$ cat config.mk
export PLATFORM = sky130hd
export DESIGN_NAME = fb_write_arbiter
export DESIGN_NICKNAME = d
export VERILOG_FILES = /design/src/rtl/fb_pkg.sv /design/src/rtl/rr_arbiter.sv /design/src/rtl/fb_write_arbiter.sv
export SDC_FILE = /design/constraint.sdc
export NUM_CORES = 1
export LEC_CHECK = 0
export CORE_MARGIN = 3
export CORE_UTILIZATION = 41
export CTS_CLUSTER_SIZE = 28
export DETAILED_ROUTE_END_ITERATION = 10
export MAX_ROUTING_LAYER = met4
export PLACE_DENSITY = 0.82
export SYNTH_ARGS = -nofsm -noshare
export SYNTH_HDL_FRONTEND = slang
export SYNTH_SLANG_ARGS = --single-unit
$ cat constraint.sdc
create_clock -name clk -period 9.9 [get_ports clk]
set_input_delay 0.99 -clock clk [delete_from_list [all_inputs] [get_ports clk]]
set_output_delay 0.99 -clock clk [all_outputs]
set_load 0.01 [all_outputs]
$ cat src/rtl/fb_pkg.sv
// fb_pkg: framebuffer geometry constants and shared types for the write arbiter
package fb_pkg;
  localparam int RES_X = 320;
  localparam int RES_Y = 240;
  localparam int MEM_WIDTH = 8;
  localparam int MEM_DEPTH = RES_X * RES_Y;
  localparam int ADDR_WIDTH = $clog2(MEM_DEPTH);
  localparam int X_W = $clog2(RES_X);
  localparam int Y_W = $clog2(RES_Y);
  typedef enum logic {IDLE, CLEAR} state_t;
  typedef logic [MEM_WIDTH-1:0] pixel_t;
endpackage

$ cat src/rtl/rr_arbiter.sv
// rr_arbiter: round-robin one-hot grant; priority moves past the last granted requester on accept
module rr_arbiter #(
  parameter int NUM_REQ = 2
) (
  input  logic               clk,
  input  logic               rst_n,
  input  logic [NUM_REQ-1:0] req,
  input  logic               accept,
  output logic [NUM_REQ-1:0] grant
);
  localparam int PW = $clog2(NUM_REQ);
  logic [PW-1:0] ptr, nxt;
  // scan from farthest to nearest so the requester closest to ptr wins
  always_comb begin
    grant = '0;
    nxt = ptr;
    for (int k = NUM_REQ - 1; k >= 0; k--) begin
      if (req[(int'(ptr) + k) % NUM_REQ]) begin
        grant = '0;
        grant[(int'(ptr) + k) % NUM_REQ] = 1'b1;
        nxt = PW'((int'(ptr) + k + 1) % NUM_REQ);
      end
    end
  end
  always_ff @(posedge clk or negedge rst_n)
    if (!rst_n) ptr <= '0;
    else if (accept) ptr <= nxt;
endmodule

$ cat src/rtl/fb_write_arbiter.sv
// fb_write_arbiter: shares the framebuffer write port between pixel writers and a full-screen clear
module fb_write_arbiter
  import fb_pkg::*;
#(
  parameter int NUM_REQ = 2
) (
  input  logic                         clk,
  input  logic                         rst_n,
  input  logic [NUM_REQ-1:0]           req_valid,
  output logic [NUM_REQ-1:0]           req_ready,
  input  logic [NUM_REQ*X_W-1:0]       req_x,
  input  logic [NUM_REQ*Y_W-1:0]       req_y,
  input  logic [NUM_REQ*MEM_WIDTH-1:0] req_data,
  input  logic                         clear_start,
  input  logic [MEM_WIDTH-1:0]         clear_color,
  output logic                         clear_busy,
  output logic                         clear_done,
  output logic                         drop_err,
  output logic [ADDR_WIDTH-1:0]        mem_addr,
  output logic [MEM_WIDTH-1:0]         din,
  output logic                         wen
);
  state_t state;
  logic [NUM_REQ-1:0] grant;
  logic [X_W-1:0] sel_x;
  logic [Y_W-1:0] sel_y;
  pixel_t sel_d;
  logic acc, in_range;
  logic [ADDR_WIDTH-1:0] lin;
  rr_arbiter #(.NUM_REQ(NUM_REQ)) u_arb (
    .clk(clk), .rst_n(rst_n), .req(req_valid), .accept(acc), .grant(grant)
  );
  assign req_ready = (rst_n && state == IDLE && !clear_start) ? grant : '0;
  assign acc = |(req_valid & req_ready);
  assign clear_busy = (state == CLEAR);
  always_comb begin
    sel_x = '0;
    sel_y = '0;
    sel_d = '0;
    for (int i = 0; i < NUM_REQ; i++) begin
      if (grant[i]) begin
        sel_x = sel_x | req_x[i*X_W +: X_W];
        sel_y = sel_y | req_y[i*Y_W +: Y_W];
        sel_d = sel_d | req_data[i*MEM_WIDTH +: MEM_WIDTH];
      end
    end
  end
  assign in_range = (int'(sel_x) < RES_X) && (int'(sel_y) < RES_Y);
  assign lin = ADDR_WIDTH'(sel_y) * ADDR_WIDTH'(RES_X) + ADDR_WIDTH'(sel_x);
  // during a clear, mem_addr doubles as the clear counter and din holds the captured color
  always_ff @(posedge clk or negedge rst_n) begin
    if (!rst_n) begin
      state <= IDLE;
      mem_addr <= '0;
      din <= '0;
      wen <= 1'b0;
      clear_done <= 1'b0;
      drop_err <= 1'b0;
    end else begin
      wen <= 1'b0;
      clear_done <= 1'b0;
      drop_err <= 1'b0;
      if (state == CLEAR) begin
        if (mem_addr == ADDR_WIDTH'(MEM_DEPTH - 1)) begin
          state <= IDLE;
          clear_done <= 1'b1;
        end else begin
          wen <= 1'b1;
          mem_addr <= mem_addr + 1'b1;
        end
      end else if (clear_start) begin
        state <= CLEAR;
        wen <= 1'b1;
        mem_addr <= '0;
        din <= clear_color;
      end else if (acc) begin
        if (in_range) begin
          wen <= 1'b1;
          mem_addr <= lin;
          din <= sel_d;
        end else begin
          drop_err <= 1'b1;
        end
      end
    end
  end
endmodule

### Yosys cells after proc, flatten, opt, wreduce, memory -nomap -nowiden

Index checks and enable logic that the tools add are counted.

| operators by class | value |
|---|---|
| multiplexer cells | 41 |
| eq/ne operators | 2 |
| $lt $le $gt $ge | 6 |
| multipliers | 1 |
| reduce and logical (&&, ||, !) cells | 15 |
| $add $sub $neg | 4 |
| bitwise gates (word level) | 6 |

Operators by type and width:

| cell | count |
|---|---|
| 17-bit two-way mux | 5 |
| 8-bit two-way mux | 7 |
| 1-bit two-way mux | 22 |
| 9-bit two-way mux | 2 |
| 17-bit by 1-bit adder with 17-bit output (second input constant) | 1 |
| 17-bit by 9-bit adder with 17-bit output | 1 |
| 17-bit == test (second input constant) | 1 |
| 8-bit bitwise OR | 2 |
| 8-bit by 3-bit multiplier with 11-bit output (second input constant) | 1 |
| 9-bit < comparator (second input constant) | 1 |
| 9-bit bitwise OR | 1 |
| 8-bit < comparator (second input constant) | 1 |
| 2-bit two-way mux | 3 |
| 3-bit AND reduction | 2 |
| 2-bit nonzero test | 3 |
| 3-bit nonzero test | 2 |
| 1-bit logical AND | 5 |
| 2-bit by 3-bit < comparator with 1-bit output (second input constant) | 1 |
| 1-bit adder (second input constant) | 2 |
| 2-bit AND | 1 |
| 1-bit demux with 1-bit select | 2 |
| 2-bit by 1-bit greater-or-equal comparator with 1-bit output (second input constant) | 1 |
| 1-bit by 2-bit < comparator with 1-bit output (second input constant) | 1 |
| 2-bit inequality test (second input constant) | 1 |
| other kinds (6) | 6 |

| storage, ports and cells | value |
|---|---|
| bits of input ports | 63 |
| output and inout bits | 31 |
| bits in registers | 30 |
| word-level logic and storage cells | 82 |

### Logic depth before layout (Yosys ltp)

Gate-level depths: netlist of run 1.

| depth | value |
|---|---|
| word-level depth | 17 |
| gate-level depth with buffers | 15 |
| depth with buffers taken out | 13 |

### Modules after synthesis

A second synthesis of run 1 with hierarchy kept.

| second synthesis, totals | value |
|---|---|
| cell total of the unflattened synthesis | 308 |
| area, all modules | 2602.5 um^2 |

By module, submodules not included:

| module | instances | area an instance (um^2) | sequential area each (um^2) | cells each |
|---|---|---|---|---|
| fb_write_arbiter | 1 | 2547.4 | 725.7 | 302 |
| rr_arbiter | 1 | 55.1 | 25.0 | 6 |

### Worst setup path after synthesis of run 1

Ideal clock, no wire load.

| path | value |
|---|---|
| path type | input port to flip-flop |
| from | input req_valid[1] |
| to | register mem_addr[15] |
| data required time | 9.774 ns |
| stages | 14 |
| path buffers | 3 |
| setup slack | 5.442 ns |
| library setup time | 0.126 ns |
| data arrival time | 4.332 ns |
| path through | buf_2 > a21boi_4 > clkbuf_1 > clkbuf_1 > a22o_1 > ha_1 > ha_1 > fa_1 > a211oi_1 > o21bai_1 > a21oi_1 > xor2_1 > xnor2_1 > a221o_1 |

| on the way | value |
|---|---|
| cells in the longest elaborated chain, start to end | 14 |
| elaborated cells on any way between the ends | 28 |
| classes of those cells | add/sub (1); mul (1); order compare (2); mux (16); bitwise (3); reduce/logical (5) |

RTL lines:

| what | RTL line | text |
|---|---|---|
| from (decl) | fb_write_arbiter.sv:9 | `input logic [NUM_REQ-1:0] req_valid,` |
| 1-bit two-way mux (implied by the code) (3 in series) | rr_arbiter.sv:18 | `if (req[(int'(ptr) + k) % NUM_REQ]) begin` |
| 2-bit two-way mux (2 in series) | rr_arbiter.sv:18 |  |
| 8-bit two-way mux | fb_write_arbiter.sv:41 | `if (grant[i]) begin` |
| 8-bit bitwise OR | fb_write_arbiter.sv:43 | `sel_y = sel_y \| req_y[i*Y_W +: Y_W];` |
| 8-bit two-way mux | fb_write_arbiter.sv:41 |  |
| 8-bit by 3-bit multiplier with 11-bit output | fb_write_arbiter.sv:49 | `assign lin = ADDR_WIDTH'(sel_y) * ADDR_WIDTH'(RES_X) + ADDR_WIDTH'(sel_x);` |
| 17-bit by 9-bit adder with 17-bit output | fb_write_arbiter.sv:49 |  |
| 17-bit two-way mux | fb_write_arbiter.sv:77 | `if (in_range) begin` |
| 17-bit two-way mux | fb_write_arbiter.sv:76 | `end else if (acc) begin` |
| 17-bit two-way mux | fb_write_arbiter.sv:71 | `end else if (clear_start) begin` |
| 17-bit two-way mux | fb_write_arbiter.sv:63 | `if (state == CLEAR) begin` |
| to (signal assigned) | fb_write_arbiter.sv:69 | `mem_addr <= mem_addr + 1'b1;` |
| to (signal assigned) | fb_write_arbiter.sv:79 | `mem_addr <= lin;` |
| to (decl) | fb_write_arbiter.sv:19 | `output logic [ADDR_WIDTH-1:0] mem_addr,` |

Parallel ways exist; a longest one is shown, timed or not. The select of a mux whose other input is x is not followed.
A chain may end at the register's enable or synchronous reset.

### Final worst setup path of run 1

Ends and elaborated chain as after synthesis.

==> impl_metrics.yaml, run 1 <==
synthesis:
  synth.area.mux_share_pct: 6.90
  netlist_top_cells_area: "dfrtp_1 (29%), ha_1 (6.2%), mux2_4 (5.8%)"
  synth_fa_ha_area_share_pct: 7.77
  synth_compound_gate_area_share_pct: 27.3
  postSynth.asyncResetShare_pct: 100
  syn_area_um2: 2610
  yosys_most_used_dff: "dfrtp_1"
  synth_nets: 361
  synth_top_family_by_area: "compound AO/OA/AOI/OAI gates"
  synth-simple-area-share_pct: 18.4
  synth_top_cell_area_share_pct: 28.8
  ys_seq_elements: 30
  synth.yosys.warnings: 0
  syn_avg_cell_area_um2: 9.22
  synth_edf_count: 0
  yosys.area.top_type: "dfrtp_1"
  ys_seq_area_share_pct: 28.8
  synthXorXnorAreaFrac_pct: 7.38
  synth_most_common_cell: "dfrtp_1"
  syn_inst: 283
  yosys.cell_types.count: 56
  ys_top_cells_by_count: "dfrtp_1 (30), nand2_1 (24), o21ai_0 (21), nor2_1 (19)"
setup_path:
  path_buf_inv: 2
  slowest_stage: "and2_1"
  r2r_slack_ns: 5.77
  crit_path_max_incr_delay_ns: 0.74
  crit_type: "input port to flip-flop"
  startpoint_type: "input port"
  worstPathMaxFanout: 21
  crit_arrival_ns: 5.11
  cpMostUsedCell: "ha_1"
  crit_chain: "clkdlybuf4s50_1 > and2_1 > a22oi_1 > inv_1 > ha_1 > ha_1 > fa_1 > a211oi_1 > o21bai_1 > a21oi_1 > xor2_1 > xnor2_1 > a221o_1"
  setup.worst_path.end_class: "flip-flop"
  cp_data_required_time_ns: 10.06
  critPathTopFamily: "compound AO/OA/AOI/OAI gates"
routing:
  vias: 2628
  ant_nets: 0
  drc: 0
  wl_per_cell_um: 17.7
  vias_per_cell: 5.84
  routed_wirelength_um: 7960
  drt_iter0_drc: 158
  firstDrtPassIters: 5
timing:
  slew_headroom_pct: 45.1
  rsz0062_at_grt: "false"
  drv_slew: 0
  min_period_over_period_pct: 50.0
  fmax_mhz: 202
  tns_ns: 0
  hold_viol_final: 0
  worst_pin_slew_ns: 0.823
  setup_viol: 0
  final.setup_skew_ns: 0.00886
  finalCriticalPeriod_ns: 4.95
global_routing:
  antenna_found_initial: 0
  grt_overflow: 0
  grt_pass1_vias: 2578
  grt_pass1_wl_um: 12600
  grt_max_degree: 35
  grt_usage_pct: 22.2
power_and_ir_drop:
  pwr-share-comb_pct: 42.3
  p_int_mw: 0.404
  vdd_drop_max_v: 0.000154
  seq_power_share_pct: 31.8
  power.leakage_nw: 1.59
  powerDensity_nw_per_um2: 161
  pwr-share-clk_pct: 25.9
  power.switching_mw: 0.197
  switching_share_pct: 32.7
cells_and_area:
  fin_nets: 452
  instances_no_fill: 450
  synthToLayoutAreaGrowth_pct: 43.4
  num-fill-cells: 505
  drive_gt1_share_pct: 10.4
  diodes: 0
clock_network:
  post_cts_buffers: 0
  cts_resized: 0
  htreeDepth: 2
  root_buffer: "clkbuf_8"
  cts.path.max_buffers: 2
  numCtsBuffers: 5
  tritoncts: "done"
  cts_sinks: 30
  hold_buffers: 0
  clock_latency_ns: 0.29
  clk_pin_slew_ns: 0.06
placed_design:
  placed_cells: 442
  gp_congestion: 0.958
  io_buffer_count: 93
  place_hpwl_um: 6220
min_path:
  hold_class: "flip-flop to flip-flop"
floorplanning:
  die_width_um: 85.8
  initial_core_util_pct: 43.3
  num_io_pins: 94
  dieArea_um2: 7360
  num_rows: 28
  coreArea_um2: 6030
  chipHeight_um: 85.8
status:
  outcome: "complete, no violations"
job:
  max_cap_violations: 0
==> layer usage <==
metal / routed length, um / GRT usage, %
met3: 364 / 2.69
met1: 3220 / 26.0
met2: 4120 / 38.3
met5: 0 / -
met4: 244 / 9.35
==> worst register-to-register path: cells and delay by family, from the launching register on <==
| family | cells | cell delay, ns |
|---|---|---|
| buffers and inverters | 1 | 0.11 |
| AND/OR/NAND/NOR | 2 | 0.93 |
| adder cells (fa/ha/maj) | 3 | 0.90 |
| AO/OA/AOI/OAI | 5 | 1.30 |
| XOR/XNOR | 2 | 0.36 |
| flip-flops | 1 | 0.43 |
==> final timing paths <==
kind / cells past startpoint / from / to
worst max-delay path: 13 / req_valid[1] / mem_addr[15]$_DFFE_PN0P_
worst min-delay path: 1 / din[3]$_DFFE_PN0P_ / din[3]$_DFFE_PN0P_
worst max register to register: 13 / u_arb.ptr$_DFFE_PN0P_ / mem_addr[15]$_DFFE_PN0P_
worst min register to register: 1 / din[3]$_DFFE_PN0P_ / din[3]$_DFFE_PN0P_
max in group asynchronous: 2 / rst_n / mem_addr[15]$_DFFE_PN0P_
min in group asynchronous: 2 / rst_n / mem_addr[14]$_DFFE_PN0P_
==> cell usage in the layout, fill, tap and decap left out, drive strengths merged, types with 2 or more instances in the layout <==
cell and n:
nand4 2, a211oi 4, buf 3, nand2 24
bufinv 2, a32oi 5, inv 8, xnor2 9
nor4b 2, a31oi 2, a21oi 9, xor2 13
o21bai 2, a221o 4, or2 3, o22ai 4
a22o 8, ha 13, a211o 2, clkbuf 6
nor2b 2, a221oi 3, nand3 11, mux2 10
nor3 8, fa 2, dfrtp 30, clkdlybuf4s50 93
and2 3, and3 10, o211a 2, a22oi 12
nor2 21, o21ai 22, nand2b 3, o221a 4
o211ai 2, mux2i 3
==> flip-flops by register name, summed over array words and instances (netlist names) <==
name and count:
mem_addr 17, wen 1, clear_busy 1, clear_done 1, din 8, drop_err 1, u_arb.ptr 1
==> kinds of logic (layout without fill, tap and decap cells) <==
kind of cell | Yosys count | in the layout
AOI/OAI and AO/OA | 92 | 92
and+or+nand+nor | 91 | 91
DFF | 30 | 30
xor gates and xnor gates | 22 | 22
buffers and inverters | 20 | 112
adders and majority gates | 15 | 15
muxes | 13 | 13
==> through the flow <==
stage               total power [mW]  utilization (%)  cell area, um^2  hold WS (ns)  setup WS (ns)
floorplan                      0.328                -             2610         0.531           5.44
global placement               0.439             59.7             3600         0.497           4.82
detailed placement             0.446             59.7             3600         0.501           4.70
CTS                            0.603             62.1             3740         0.518           4.98
global route                   0.636             62.1             3740         0.527           4.66
finish                         0.601             62.1             3740         0.513           4.95
==> power by group through the flow <==
| stage | Clock, mW | Sequential, mW | Combinational [mW] |
|---|---|---|---|
| finish | 0.156 | 0.191 | 0.254 |
| CTS | 0.157 | 0.190 | 0.255 |
| floorplan | 0 | 0.196 | 0.132 |
| global route | 0.163 | 0.197 | 0.276 |
| global placement | 0 | 0.191 | 0.248 |
| detailed placement | 0 | 0.192 | 0.254 |
==> layout make-up <==
| cell class | instances | area (um^2) | share of cell area [%] |
|---|---|---|---|
| multi-input cells | 233 | 1770 | 47.3 |
| repair buffers | 96 | 953 | 25.5 |
| flip-flops and latches | 30 | 751 | 20.1 |
| well taps | 75 | 93.8 | 2.51 |
| clock buffers | 6 | 82.6 | 2.21 |
| clock inverters | 2 | 60.1 | 1.60 |
| inverters | 8 | 32.5 | 0.869 |
No activity file was read; power rests on OpenSTA's default activity.
==> run 2, diff against run 1 <==
Settings changed: PLACE_DENSITY 0.82 to 0.85.
Clock period 9.9 ns to 4.2 ns, I/O delays scaled along.
==> run 2 against run 1 <==
Against the previous run:
- setup slack worse by 4.6 ns
- wire length down 0.28%
- hold slack worse by 0.0046 ns
- critical path depth up 1
- count of clock-buffer cells in the layout up 2
- first-iteration DRC count up 46%
- non-clock buffer count up 7
- combinational power up 140%
==> impl_metrics.yaml, run 2 (same netlist as run 1, synthesis figures left out) <==
floorplanning:
  num_rows: 28
  initial_core_util_pct: 43.3
  num_io_pins: 94
  coreArea_um2: 6030
  die_width_um: 85.8
  dieArea_um2: 7360
  chipHeight_um: 85.8
power_and_ir_drop:
  powerDensity_nw_per_um2: 355
  vdd_drop_max_v: 0.000231
  power.leakage_nw: 1.61
  p_total_mw: 1.34
timing:
  slew_headroom_pct: 50.4
  final.setup_skew_ns: 0.00747
  setup_viol: 0
  hold_viol_final: 0
  worst_pin_slew_ns: 0.743
  fmax_mhz: 263
  rsz0062_at_grt: "false"
  drv_slew: 0
  min_period_over_period_pct: 90.7
  tns_ns: 0
  finalCriticalPeriod_ns: 3.81
min_path:
  hold_class: "flip-flop to flip-flop"
  hold_end: "din[1]$_DFFE_PN0P_"
  hold_depth: 1
  hold_start: "din[1]$_DFFE_PN0P_"
job:
  max_cap_violations: 0
cells_and_area:
  final_area_um2: 3760
  drive_gt1_share_pct: 12.0
  diodes: 0
  regMostFlops: "mem_addr"
  mostFrequentLayoutCells: "clkdlybuf4s50_1 (93), dfrtp_1 (30), nand2_1 (24), o21ai_0 (21), nor2_1 (19)"
  num-fill-cells: 518
  largest_reg_flops: 17
  fin_nets: 459
  reg_top3: "mem_addr: 17 flops, din: 8 flops"
  synthToLayoutAreaGrowth_pct: 44.2
  final_common_cell: "clkdlybuf4s50_1"
clock_network:
  cts_resized: 0
  cts.path.max_buffers: 2
  numCtsBuffers: 5
  htreeDepth: 2
  clk_pin_slew_ns: 0.06
  clock_latency_ns: 0.28
  tritoncts: "done"
  post_cts_buffers: 0
  root_buffer: "clkbuf_8"
  hold_buffers: 0
  cts_sinks: 30
setup_path:
  worstRegToRegCells: 13
  crit_type: "input port to flip-flop"
  reg2reg_to: "mem_addr[15]$_DFFE_PN0P_"
  r2r_start: "u_arb.ptr$_DFFE_PN0P_"
  r2r_slack_ns: 0.55
  worstPathMaxFanout: 6
  setup.worst_path.end_class: "flip-flop"
  crit_arrival_ns: 3.97
  startpoint_type: "input port"
  cp_data_required_time_ns: 4.36
global_routing:
  grt_usage_pct: 22.3
  grt_max_degree: 35
  grt_pass1_wl_um: 12700
  grt_overflow: 0
  antenna_found_initial: 0
  grt_pass1_vias: 2545
routing:
  routed_wirelength_um: 7930
  drt_iter0_drc: 231
  drc: 0
  firstDrtPassIters: 4
  ant_nets: 0
  vias: 2600
  vias_per_cell: 5.69
  wl_per_cell_um: 17.4
placed_design:
  gp_congestion: 0.911
  dpl-instance-area_um2: 3650
  io_buffer_count: 93
  place_hpwl_um: 6260
status:
  outcome: "complete, no violations"
==> run 2: changes by cell type in the layout (fill, tap and decap cells not counted), sizes merged <==
cell    previous run  this run
bufinv             2         0
buf                3        10
clkbuf             6         8
==> run 2: final cells by class <==
class / instances / area (um^2) / share of cell area, %
multi-input cells: 233 / 1770 / 47.0
inverters: 8 / 32.5 / 0.865
clock buffers: 8 / 110 / 2.93
well taps: 75 / 93.8 / 2.49
repair buffers: 103 / 1010 / 26.7
flip-flops and latches: 30 / 751 / 20.0
==> run 2: worst max path at each step <==
| stage | startpoint | to | slack (ns) | depth (start not counted) |
|---|---|---|---|---|
| after floorplan | req_valid[1] | mem_addr[15]$_DFFE_PN0P_ | 0.31 | 14 |
| after global placement | req_valid[0] | mem_addr[15]$_DFFE_PN0P_ | 0.25 | 14 |
| after global routing | req_valid[0] | mem_addr[14]$_DFFE_PN0P_ | 0.14 | 14 |
| after CTS | req_valid[0] | mem_addr[15]$_DFFE_PN0P_ | 0.39 | 14 |
| final | req_valid[0] | mem_addr[15]$_DFFE_PN0P_ | 0.39 | 14 |
| after detailed placement | req_valid[0] | mem_addr[15]$_DFFE_PN0P_ | 0.12 | 14 |
==> run 2: worst max-delay path: stages <==
cell and delay (ns):
clkdlybuf4s50_1 0.56, nand2b_2 0.08, and2_1 0.23, a22oi_1 0.26
inv_1 0.07, ha_1 0.30, ha_1 0.24, fa_1 0.42
a211oi_1 0.40, o21bai_1 0.13, a21oi_1 0.19, xor2_1 0.26
xnor2_1 0.11, a221o_1 0.30
==> run 2: per-layer routing <==
metal	vias up	GRT usage, %	wire [um]
met5	-	-	0
met4	0	6.76	123
met3	9	2.79	360
met2	83	38.1	4120
met1	1230	27.6	3330
li1	1278	-	-
==> run 2: through the flow <==
stage	utilization (%)	cells	hold WS (ns)	setup WS [ns]
floorplan	-	283	0.124	0.312
global placement	60.6	449	0.496	0.246
detailed placement	60.6	449	0.497	0.116
CTS	62.4	457	0.515	0.389
global route	62.4	457	0.530	0.137
finish	62.4	457	0.509	0.392
==> run 2: where the power goes <==
part	internal (mW)	switching [mW]
clock network	0.165	0.106
registers	0.355	0.0953
logic	0.354	0.261
total	0.874	0.462
